<file path="src/rtl/fastinput_sched.sv">
// Gate-window snapshot of four edge counters, deltas streamed one channel per beat; first beat 1 cycle after snap.
// Beats hold under out_ready=0, window timing unaffected (snap while busy -> sticky overrun); FASTIN_SCHED_SKIP_ZERO_EN skips zero deltas.
module fastinput_sched #(
    parameter int GATE_CYCLES = 50000
) (
    input  logic        i_clk,
    input  logic        i_rst,
    input  logic        i_en,
    input  logic [31:0] i_channel0,
    input  logic [31:0] i_channel1,
    input  logic [31:0] i_channel2,
    input  logic [31:0] i_channel3,
    output logic        o_out_valid,
    input  logic        i_out_ready,
    output logic [31:0] o_out_data,
    output logic [1:0]  o_out_ch,
    output logic        o_out_last,
    output logic        o_snap,
    output logic        o_busy,
    output logic        o_overrun,
    input  logic        i_ovf_clr
);
    localparam int WW = $clog2(GATE_CYCLES);
    localparam logic [WW-1:0] W_LAST = WW'(GATE_CYCLES - 1);
    localparam logic [WW-1:0] W_PRE  = WW'(GATE_CYCLES - 2);

    typedef enum logic {S_IDLE, S_SEND} state_t;

    state_t        r_state, w_state_nxt;
    logic [WW-1:0] r_wcnt;
    logic          r_en_d, r_snap, r_overrun;
    logic [1:0]    r_ch, w_ch_nxt, w_ch_adv;
    logic [31:0]   r_prev  [4];
    logic [31:0]   r_delta [4];
    logic [31:0]   w_chan  [4];
    logic [31:0]   w_diff  [4];
    logic          w_hs, w_last, w_capture, w_ovr_set, w_arm;

    assign w_chan[0] = i_channel0;
    assign w_chan[1] = i_channel1;
    assign w_chan[2] = i_channel2;
    assign w_chan[3] = i_channel3;
    assign w_arm     = i_en & ~r_en_d;

    always_comb begin
        for (int i = 0; i < 4; i++) begin
            w_diff[i] = w_chan[i] - r_prev[i];
        end
    end

`ifdef FASTIN_SCHED_SKIP_ZERO_EN
    logic [1:0] w_first;
    logic       w_any;

    // Descending scans leave the lowest qualifying index selected.
    always_comb begin
        w_ch_adv = r_ch;
        w_last   = 1'b1;
        w_first  = 2'd0;
        w_any    = 1'b0;
        for (int i = 3; i >= 0; i--) begin
            if (i > int'(r_ch) && r_delta[i] != 32'd0) begin
                w_ch_adv = 2'(i);
                w_last   = 1'b0;
            end
            if (w_diff[i] != 32'd0) begin
                w_first = 2'(i);
                w_any   = 1'b1;
            end
        end
    end
`else
    always_comb begin
        w_ch_adv = r_ch + 2'd1;
        w_last   = (r_ch == 2'd3);
    end
`endif

    always_comb begin
        w_state_nxt = r_state;
        w_ch_nxt    = r_ch;
        w_capture   = 1'b0;
        w_ovr_set   = 1'b0;
        w_hs        = (r_state == S_SEND) && i_out_ready;
        // A snap landing on the final handshake starts the next readout back-to-back.
        if (r_snap && (r_state == S_IDLE || (w_hs && w_last))) begin
            w_capture = 1'b1;
`ifdef FASTIN_SCHED_SKIP_ZERO_EN
            w_state_nxt = w_any ? S_SEND : S_IDLE;
            w_ch_nxt    = w_first;
`else
            w_state_nxt = S_SEND;
            w_ch_nxt    = 2'd0;
`endif
        end else begin
            w_ovr_set = r_snap;
            if (w_hs) begin
                if (w_last) begin
                    w_state_nxt = S_IDLE;
                end else begin
                    w_ch_nxt = w_ch_adv;
                end
            end
        end
    end

    assign o_out_valid = (r_state == S_SEND);
    assign o_busy      = (r_state == S_SEND);
    assign o_out_data  = o_out_valid ? r_delta[r_ch] : 32'd0;
    assign o_out_ch    = o_out_valid ? r_ch : 2'd0;
    assign o_out_last  = o_out_valid & w_last;
    assign o_snap      = r_snap;
    assign o_overrun   = r_overrun;

    // r_en_d resets high so a window already enabled at reset reports raw counts.
    always_ff @(posedge i_clk) begin
        if (i_rst) begin
            r_state   <= S_IDLE;
            r_ch      <= 2'd0;
            r_wcnt    <= '0;
            r_en_d    <= 1'b1;
            r_snap    <= 1'b0;
            r_overrun <= 1'b0;
            for (int i = 0; i < 4; i++) begin
                r_prev[i]  <= 32'd0;
                r_delta[i] <= 32'd0;
            end
        end else begin
            r_state <= w_state_nxt;
            r_ch    <= w_ch_nxt;
            r_en_d  <= i_en;
            r_snap  <= i_en && (r_wcnt == W_PRE);
            if (!i_en || r_wcnt == W_LAST) begin
                r_wcnt <= '0;
            end else begin
                r_wcnt <= r_wcnt + WW'(1);
            end
            for (int i = 0; i < 4; i++) begin
                if (w_capture) begin
                    r_delta[i] <= w_diff[i];
                    r_prev[i]  <= w_chan[i];
                end else if (w_arm) begin
                    r_prev[i] <= w_chan[i];
                end
            end
            if (w_ovr_set) begin
                r_overrun <= 1'b1;
            end else if (i_ovf_clr) begin
                r_overrun <= 1'b0;
            end
        end
    end
endmodule

</file>
<file path="config.mk">
export PLATFORM = sky130hd
export DESIGN_NAME = fastinput_sched
export DESIGN_NICKNAME = d
export VERILOG_FILES = /design/src/rtl/fastinput_sched.sv
export SDC_FILE = /design/constraint.sdc
export NUM_CORES = 1
export LEC_CHECK = 0
export BUFFER_PORTS_ARGS = -buffer_cell sky130_fd_sc_hd__buf_2
export CAP_MARGIN = 25
export CORE_MARGIN = 2
export CORE_UTILIZATION = 48
export CTS_CLUSTER_SIZE = 12
export DETAILED_ROUTE_END_ITERATION = 8
export GPL_ROUTABILITY_DRIVEN = 0
export PLACE_DENSITY = 0.65
export SYNTH_ARGS = -nofsm -noshare
export SYNTH_HDL_FRONTEND = slang
export SYNTH_SLANG_ARGS = --single-unit
</file>
<file path="constraint.sdc">
create_clock -name i_clk -period 12.19 [get_ports i_clk]
set_input_delay 0.6095 -clock i_clk [delete_from_list [all_inputs] [get_ports i_clk]]
set_output_delay 0.6095 -clock i_clk [all_outputs]
set_load 0.02 [all_outputs]
</file>
* After elaboration in Yosys (flattened, before gate mapping)
Memory sizes are Yosys's and may differ from the RTL's. A register that Yosys moved wholly into a read port is not among the register bits. Index checks and enable logic that the tools add are counted. W data, S select, Z words.
Word-level totals: register bits 22, logic and storage cells 80, bits in read-only memories 0, latch bits 0, input port bits 133, output and inout port bits 39, bits in writable memories 256, memories kept 2
Memories:
- r_delta | words 4, bits a word 32, read ports 1, clocked after Yosys merged registers in 1, write ports 4, line 34 | logic [31:0] r_delta [4];
- r_prev | words 4, bits a word 32, read ports 4, clocked after Yosys merged registers in 0, write ports 4, line 33 | logic [31:0] r_prev [4];
Cells by class: reductions and logical operators 14, equality and inequality tests 3, $lt $le $gt $ge 0, add/sub/neg operators 6, shifts and indexed selects 0, mux-type cells 32, bitwise operators 17, divide/modulo/power cells 0, $mul 0
Operators by type and width (count):
- $mux W32 | 13
- $sub A32 B32 Y32 | 4
- $eq A16 B16 Y1 const B | 2
- $add A16 B1 Y16 const B | 1
- $mux W1 | 16
- $or A1 B1 Y1 | 12
- $mux W2 | 3
- $reduce_bool A2 Y1 | 3
- $logic_and A1 B1 Y1 | 4
- $reduce_and A2 Y1 | 2
- $reduce_or A2 Y1 | 2
- $not A1 Y1 | 3
- $add A2 B1 Y2 const B | 1
- $and A1 B1 Y1 | 2
- $eq A2 B2 Y1 const B | 1
- $logic_or A1 B1 Y1 | 2
- $logic_not A1 Y1 | 1

* Longest topological paths before layout
Gate-level depths: netlist of the first run.
word-level depth 10, depth in mapped cells 11, mapped depth without buffers 11

* Worst setup path after synthesis of the first run
Ideal clock, no wire load.
path type register to register, start register r_state (netlist: o_busy), end memory r_prev[0][0] (enable), data required time 11.620 ns, cell stages (with the launch flop) 7, path slack 4.903 ns, buffers on the path 2, setup time 0.570 ns, clock period less this slack 7.287 ns, data arrival time 6.716 ns, cell sequence dfxtp_1 -> clkbuf_1 -> a21boi_0 -> nand2b_1 -> clkbuf_1 -> nand2b_1 -> o21bai_1
RTL lines:
- from (decl) | line 29 | state_t r_state, w_state_nxt;
- from (signal assigned) | line 129 | r_state <= w_state_nxt;
- to (decl) | line 33

==> reports/qor.yml, run 1 <==
outcome: "finished clean"
layout_common_cells: "256 x edfxtp_1, 173 x and2_1, 171 x buf_2, 168 x nor2_1, 154 x inv_1"
startpoint: "r_ch[0]"
end_kind: "flop"
regArea_um2: 8170
root_buffer: "clkbuf_16"
drc: 0
grt_max_degree: 86
final_common_cell: "edfxtp_1"
syn_area_um2: 18300
grt_pass1_wl_um: 69600
ios: 172
die_width_um: 199
hold_viol: 0
crit_end: "r_delta[2][31]"
multiInputGateArea_um2: 9320
layout.nets: 2203
worstPathArrival_ns: 3.73
drv.max_cap_violation_count: 0
path_max_fanout: 85
cts_setup_buffers: 0
track_usage_pct: 22.4
worst_ir_drop_vdd_v: 0.0000907
holdCritPathClass: "input pin to flop"
final_layout_size_suffix_gt1_share_pct: 15.1
yosysUniqueCellTypes: 83
port_buffers: 171
htree_levels: 2
viasPerCell: 5.59
insertedDiodeCount: 0
ant_nets: 0
tightestPinTransition_ns: 0.997
p_total_mw: 2.55
yosys_warnings: 0
rows: 71
synth_seq_area_share_pct: 44.6
first_pass_iters: 5
via_count: 13800
slew_violations: 0
cts_tree: "yes"
synth_area_per_cell_um2: 10.2
rr_endpoint: "r_delta[2][31]"
rsz0062_at_grt: "false"
setup_viol: 0
clkSinkCount: 280
final_util_pct: 55.0
r2r_start: "r_ch[0]"
synthArstFlopShare_pct: 0
post_cts_resized: 0
dpl.hpwl_um: 33500
relSlewSlack_pct: 33.5
start_util_pct: 48.6
drt-wirelength-per-cell_um: 18.2
dieArea_um2: 39700
fillers: 3384
r2r_slack_ns: 8.72
worst-setup-path-type: "flop to flop"
drt_iter0_markers: 965
clock_latency_ns: 0.52
min_from: "i_en"
cts_hold_buf: 0
final.setup.tns_ns: 0
syn_inst: 1789
antenna_found_initial: 2
fin_skew_ns: 0.0200
r2r_cells: 7
area_growth_pct: 13.1
grt-ovfl-total: 0
ys.flop_type: "edfxtp_1"
die_y_um: 199
syn_nets: 2053
cts_buffers: 35
powerDensity_nw_per_um2: 123
grt_pass1_vias: 13200
max_freq_mhz: 288
clk_pin_slew_ns: 0.06
ys_ff_latch: 280
core_um2: 37700
leakagePower_nw: 8.48
fin_crit_ns: 3.47
synth-edff-count: 256
holdWs_ns: 0.332
start_kind: "flop"
worst_ep_required_time_ns: 12.45
post-route-period-util_pct: 28.4
drt_wl_total_um: 45000
cts_buffer_depth: 3
worst max-delay path, cell delays in order (launching register included):
cell and delay (ns):
dfxtp_1 0.34, ha_1 0.24, a21boi_0 0.29, nand2b_1 0.49, or2_4 0.49, buf_4 0.76
o31ai_1 0.18, or3_1 0.39
where the power goes:
group / internal (mW) / switching, mW
clock network: 0.572 / 0.410
logic: 0.184 / 0.277
registers: 1.09 / 0.0169
logic make-up after synthesis:
group	after synthesis	synth area share, %
xor gates and xnor gates	103	4.93
DFF	280	44.6
buffers and inverters	222	4.73
and+or+nand+nor	626	17.8
muxes	41	4.43
AOI/OAI and AO/OA	386	14.4
adders and majority gates	131	9.11
synthesized netlist by cell type, drive strengths merged, types with 25 or more instances:
| library cell | n | area, µm² |
|---|---|---|
| edfxtp | 256 | 7690 |
| and2 | 173 | 1080 |
| nor2 | 169 | 634 |
| inv | 154 | 578 |
| ha | 127 | 1590 |
| a21oi | 111 | 571 |
| nand2 | 85 | 319 |
| o21ai | 61 | 309 |
| a21o | 58 | 437 |
| xnor2 | 54 | 473 |
| xor2 | 49 | 429 |
| clkbuf | 46 | 173 |
| nor3 | 34 | 170 |
| mux4 | 32 | 721 |
| a31oi | 26 | 175 |
| nand3 | 25 | 125 |
worst min-delay path by stage:
stage / slack [ns] / depth (start not counted) / end
3_5_place_dp: 0.47 / 1 / r_wcnt[0]
2_1_floorplan: 0.44 / 1 / r_wcnt[0]
6_report: 0.33 / 2 / r_en_d
3_3_place_gp: 0.45 / 1 / r_wcnt[0]
5_1_grt: 0.32 / 2 / r_en_d
4_1_cts: 0.31 / 2 / r_en_d
area by class of cell:
class	count	area share (%)
Timing Repair Buffer	181	4.55
Tap cell	511	3.09
Clock inverter	17	0.586
Clock buffer	47	4.59
Sequential cell	280	39.4
Inverter	154	2.79
Multi-Input combinational cell	1287	45.0
layer usage:
metal	up-vias	track usage, %	part of all wire, %
met3	83	3.44	5.6
met1	6611	31.1	46
met4	4	7.60	3.0
li1	6744	-	-
met2	403	36.0	45
met5	-	0	0.067
sequential cells by signal, summed over array words and instances (netlist names), named ones only:
| name | flops |
|---|---|
| r_prev | 128 |
| r_wcnt | 16 |
| r_delta | 128 |
| o_busy | 1 |
| o_overrun | 1 |
| o_snap | 1 |
| r_en_d | 1 |
| r_ch | 2 |
through the flow:
step / std cells / instance area (µm²) / setup WS (ns)
after global placement: 2412 / 19600 / 8.48
after floorplan: 1789 / 18300 / 4.90
after global routing: 2477 / 20700 / 8.47
final: 2477 / 20700 / 8.72
after CTS: 2477 / 20700 / 8.73
after detailed placement: 2413 / 19700 / 8.60
Note: power is estimated with default switching activity, not from simulation.
==> run 2, diff against run 1 <==
- clock period: 12.19 -> 3.3 ns (I/O delays scaled with it)
==> run 2 against run 1 <==
Against the previous run:
- total power grew to 3.8 times the previous value
- cell count is 5.6% higher
- highest routed layer is now met4
- global-route usage is 1.0 points higher
==> reports/qor.yml, run 2 (same netlist as run 1, synthesis figures left out) <==
root_buffer: "clkbuf_16"
final.setup.tns_ns: 0
crit_end: "r_delta[0][20]"
grt_pass1_vias: 13800
hold_depth: 4
cts_setup_buffers: 0
htree_levels: 2
slew_violations: 0
max_freq_mhz: 327
core_um2: 37700
slowest_delay_ns: 0.47
relSlewSlack_pct: 48.9
drt-wirelength-per-cell_um: 17.6
drc: 0
crit_chain: "ha_1 > fa_1 > nor2b_1 > o31a_1 > o2111ai_2 > and2_1 > o21ai_0 > a31oi_1 > xor2_1 > nor2_1"
fin_crit_ns: 3.06
ant_nets: 0
hold_viol: 0
r2r_slack_ns: 0.24
clk_pin_slew_ns: 0.06
die_y_um: 199
final_layout_size_suffix_gt1_share_pct: 14.7
worst_ep_required_time_ns: 3.57
end_kind: "flop"
cts_buffer_depth: 3
tightestPinTransition_ns: 0.766
grt_pass1_wl_um: 72500
post-route-period-util_pct: 92.7
setup_viol: 0
viasPerCell: 5.46
cts_tree: "yes"
startpoint: "r_prev[0][0]"
rr_endpoint: "r_delta[0][20]"
p_total_mw: 9.64
start_util_pct: 48.6
clkSinkCount: 280
leakagePower_nw: 9.12
final_common_cell: "edfxtp_1"
port_buffers: 171
insertedDiodeCount: 0
fin_skew_ns: 0.0175
r2r_cells: 10
crit_buf_inv: 0
dieArea_um2: 39700
dp_slack_ns: 0.266
grt_max_degree: 132
worst_ir_drop_vdd_v: 0.000418
antenna_found_initial: 1
area_growth_pct: 21.1
layout_common_cells: "256 x edfxtp_1, 173 x and2_1, 171 x buf_2, 169 x nor2_1, 154 x inv_1"
track_usage_pct: 23.5
cp_num_cells: 10
reg_top3: "r_delta x128, r_prev x128, r_wcnt x16"
drv.max_cap_violation_count: 0
cts_hold_buf: 132
grt-ovfl-total: 0
post_cts_resized: 0
worstPathArrival_ns: 3.33
cts_buffers: 34
first_pass_iters: 7
holdCritPathClass: "input pin to flop"
path_max_fanout: 4
outcome: "finished clean"
rsz0062_at_grt: "false"
worst-setup-path-type: "flop to flop"
r2r_start: "r_prev[0][0]"
ios: 172
start_kind: "flop"
via_count: 14300
drt_wl_total_um: 46100
powerDensity_nw_per_um2: 435
clock_latency_ns: 0.54
crit_slowest_cell: "o21ai_0"
fin_area_um2: 22200
die_width_um: 199
path_delay_family: "compound AO/OA/AOI/OAI gates"
drt_iter0_markers: 1010
layout.nets: 2343
place_area_um2: 19700
rows: 71
setup_ws_ns: 0.240
dpl.hpwl_um: 33400
## run 2: cell count changes in the layout (fill, tap and decap cells not counted), moves of 3 or more
cell,delta
dlygate4sd3_1,+132
buf_4,+7
bufinv_16,+3
clkbuf_1,-3
clkinv_1,-3
## run 2: worst min path at each step
stage                      from      to
finish              i_out_ready  o_busy
global route        i_out_ready  o_busy
CTS                 i_out_ready  o_busy
detailed placement         i_en  r_en_d
global placement           i_en  r_en_d
floorplan                  i_en  r_en_d
## run 2: power breakdown
| group | total (mW) | switching (mW) | internal (mW) | leakage (nW) |
|---|---|---|---|---|
| Clock | 3.75 | 1.49 | 2.26 | 0.550 |
| Combinational | 1.80 | 1.02 | 0.782 | 5.80 |
| Sequential | 4.09 | 0.0613 | 4.03 | 2.76 |
| Total | 9.64 | 2.57 | 7.07 | 9.12 |
## run 2: metrics by stage
step,util (%),instances,hold slack [ns]
finish,58.9,2615,0.0390
global route,58.9,2615,0.0968
CTS,58.9,2615,0.0137
detailed placement,52.4,2422,0.420
global placement,52.4,2422,0.423
floorplan,-,1789,0.269
## run 2: tightest hold or removal path, cell delays in order
cell,delay (ns)
buf_2,0.11
a21boi_1,0.11
nor2_1,0.10
nor2_1,0.04
## run 2: area by class of cell
cell class,count,area [µm²]
Fill cell,3276,15500
Multi-Input combinational cell,1287,9320
Sequential cell,280,8170
Timing Repair Buffer,322,2360
Clock buffer,43,905
Tap cell,511,639
Inverter,154,578
Clock inverter,18,205
## run 2: layer usage
metal | global-route usage [%] | up-vias | wire length [µm]
li1 | - | 7028 | -
met1 | 32.2 | 6786 | 21200
met4 | 6.75 | 0 | 1090
met3 | 3.66 | 61 | 2480
met2 | 38.5 | 392 | 21400
met5 | 0 | - | 0
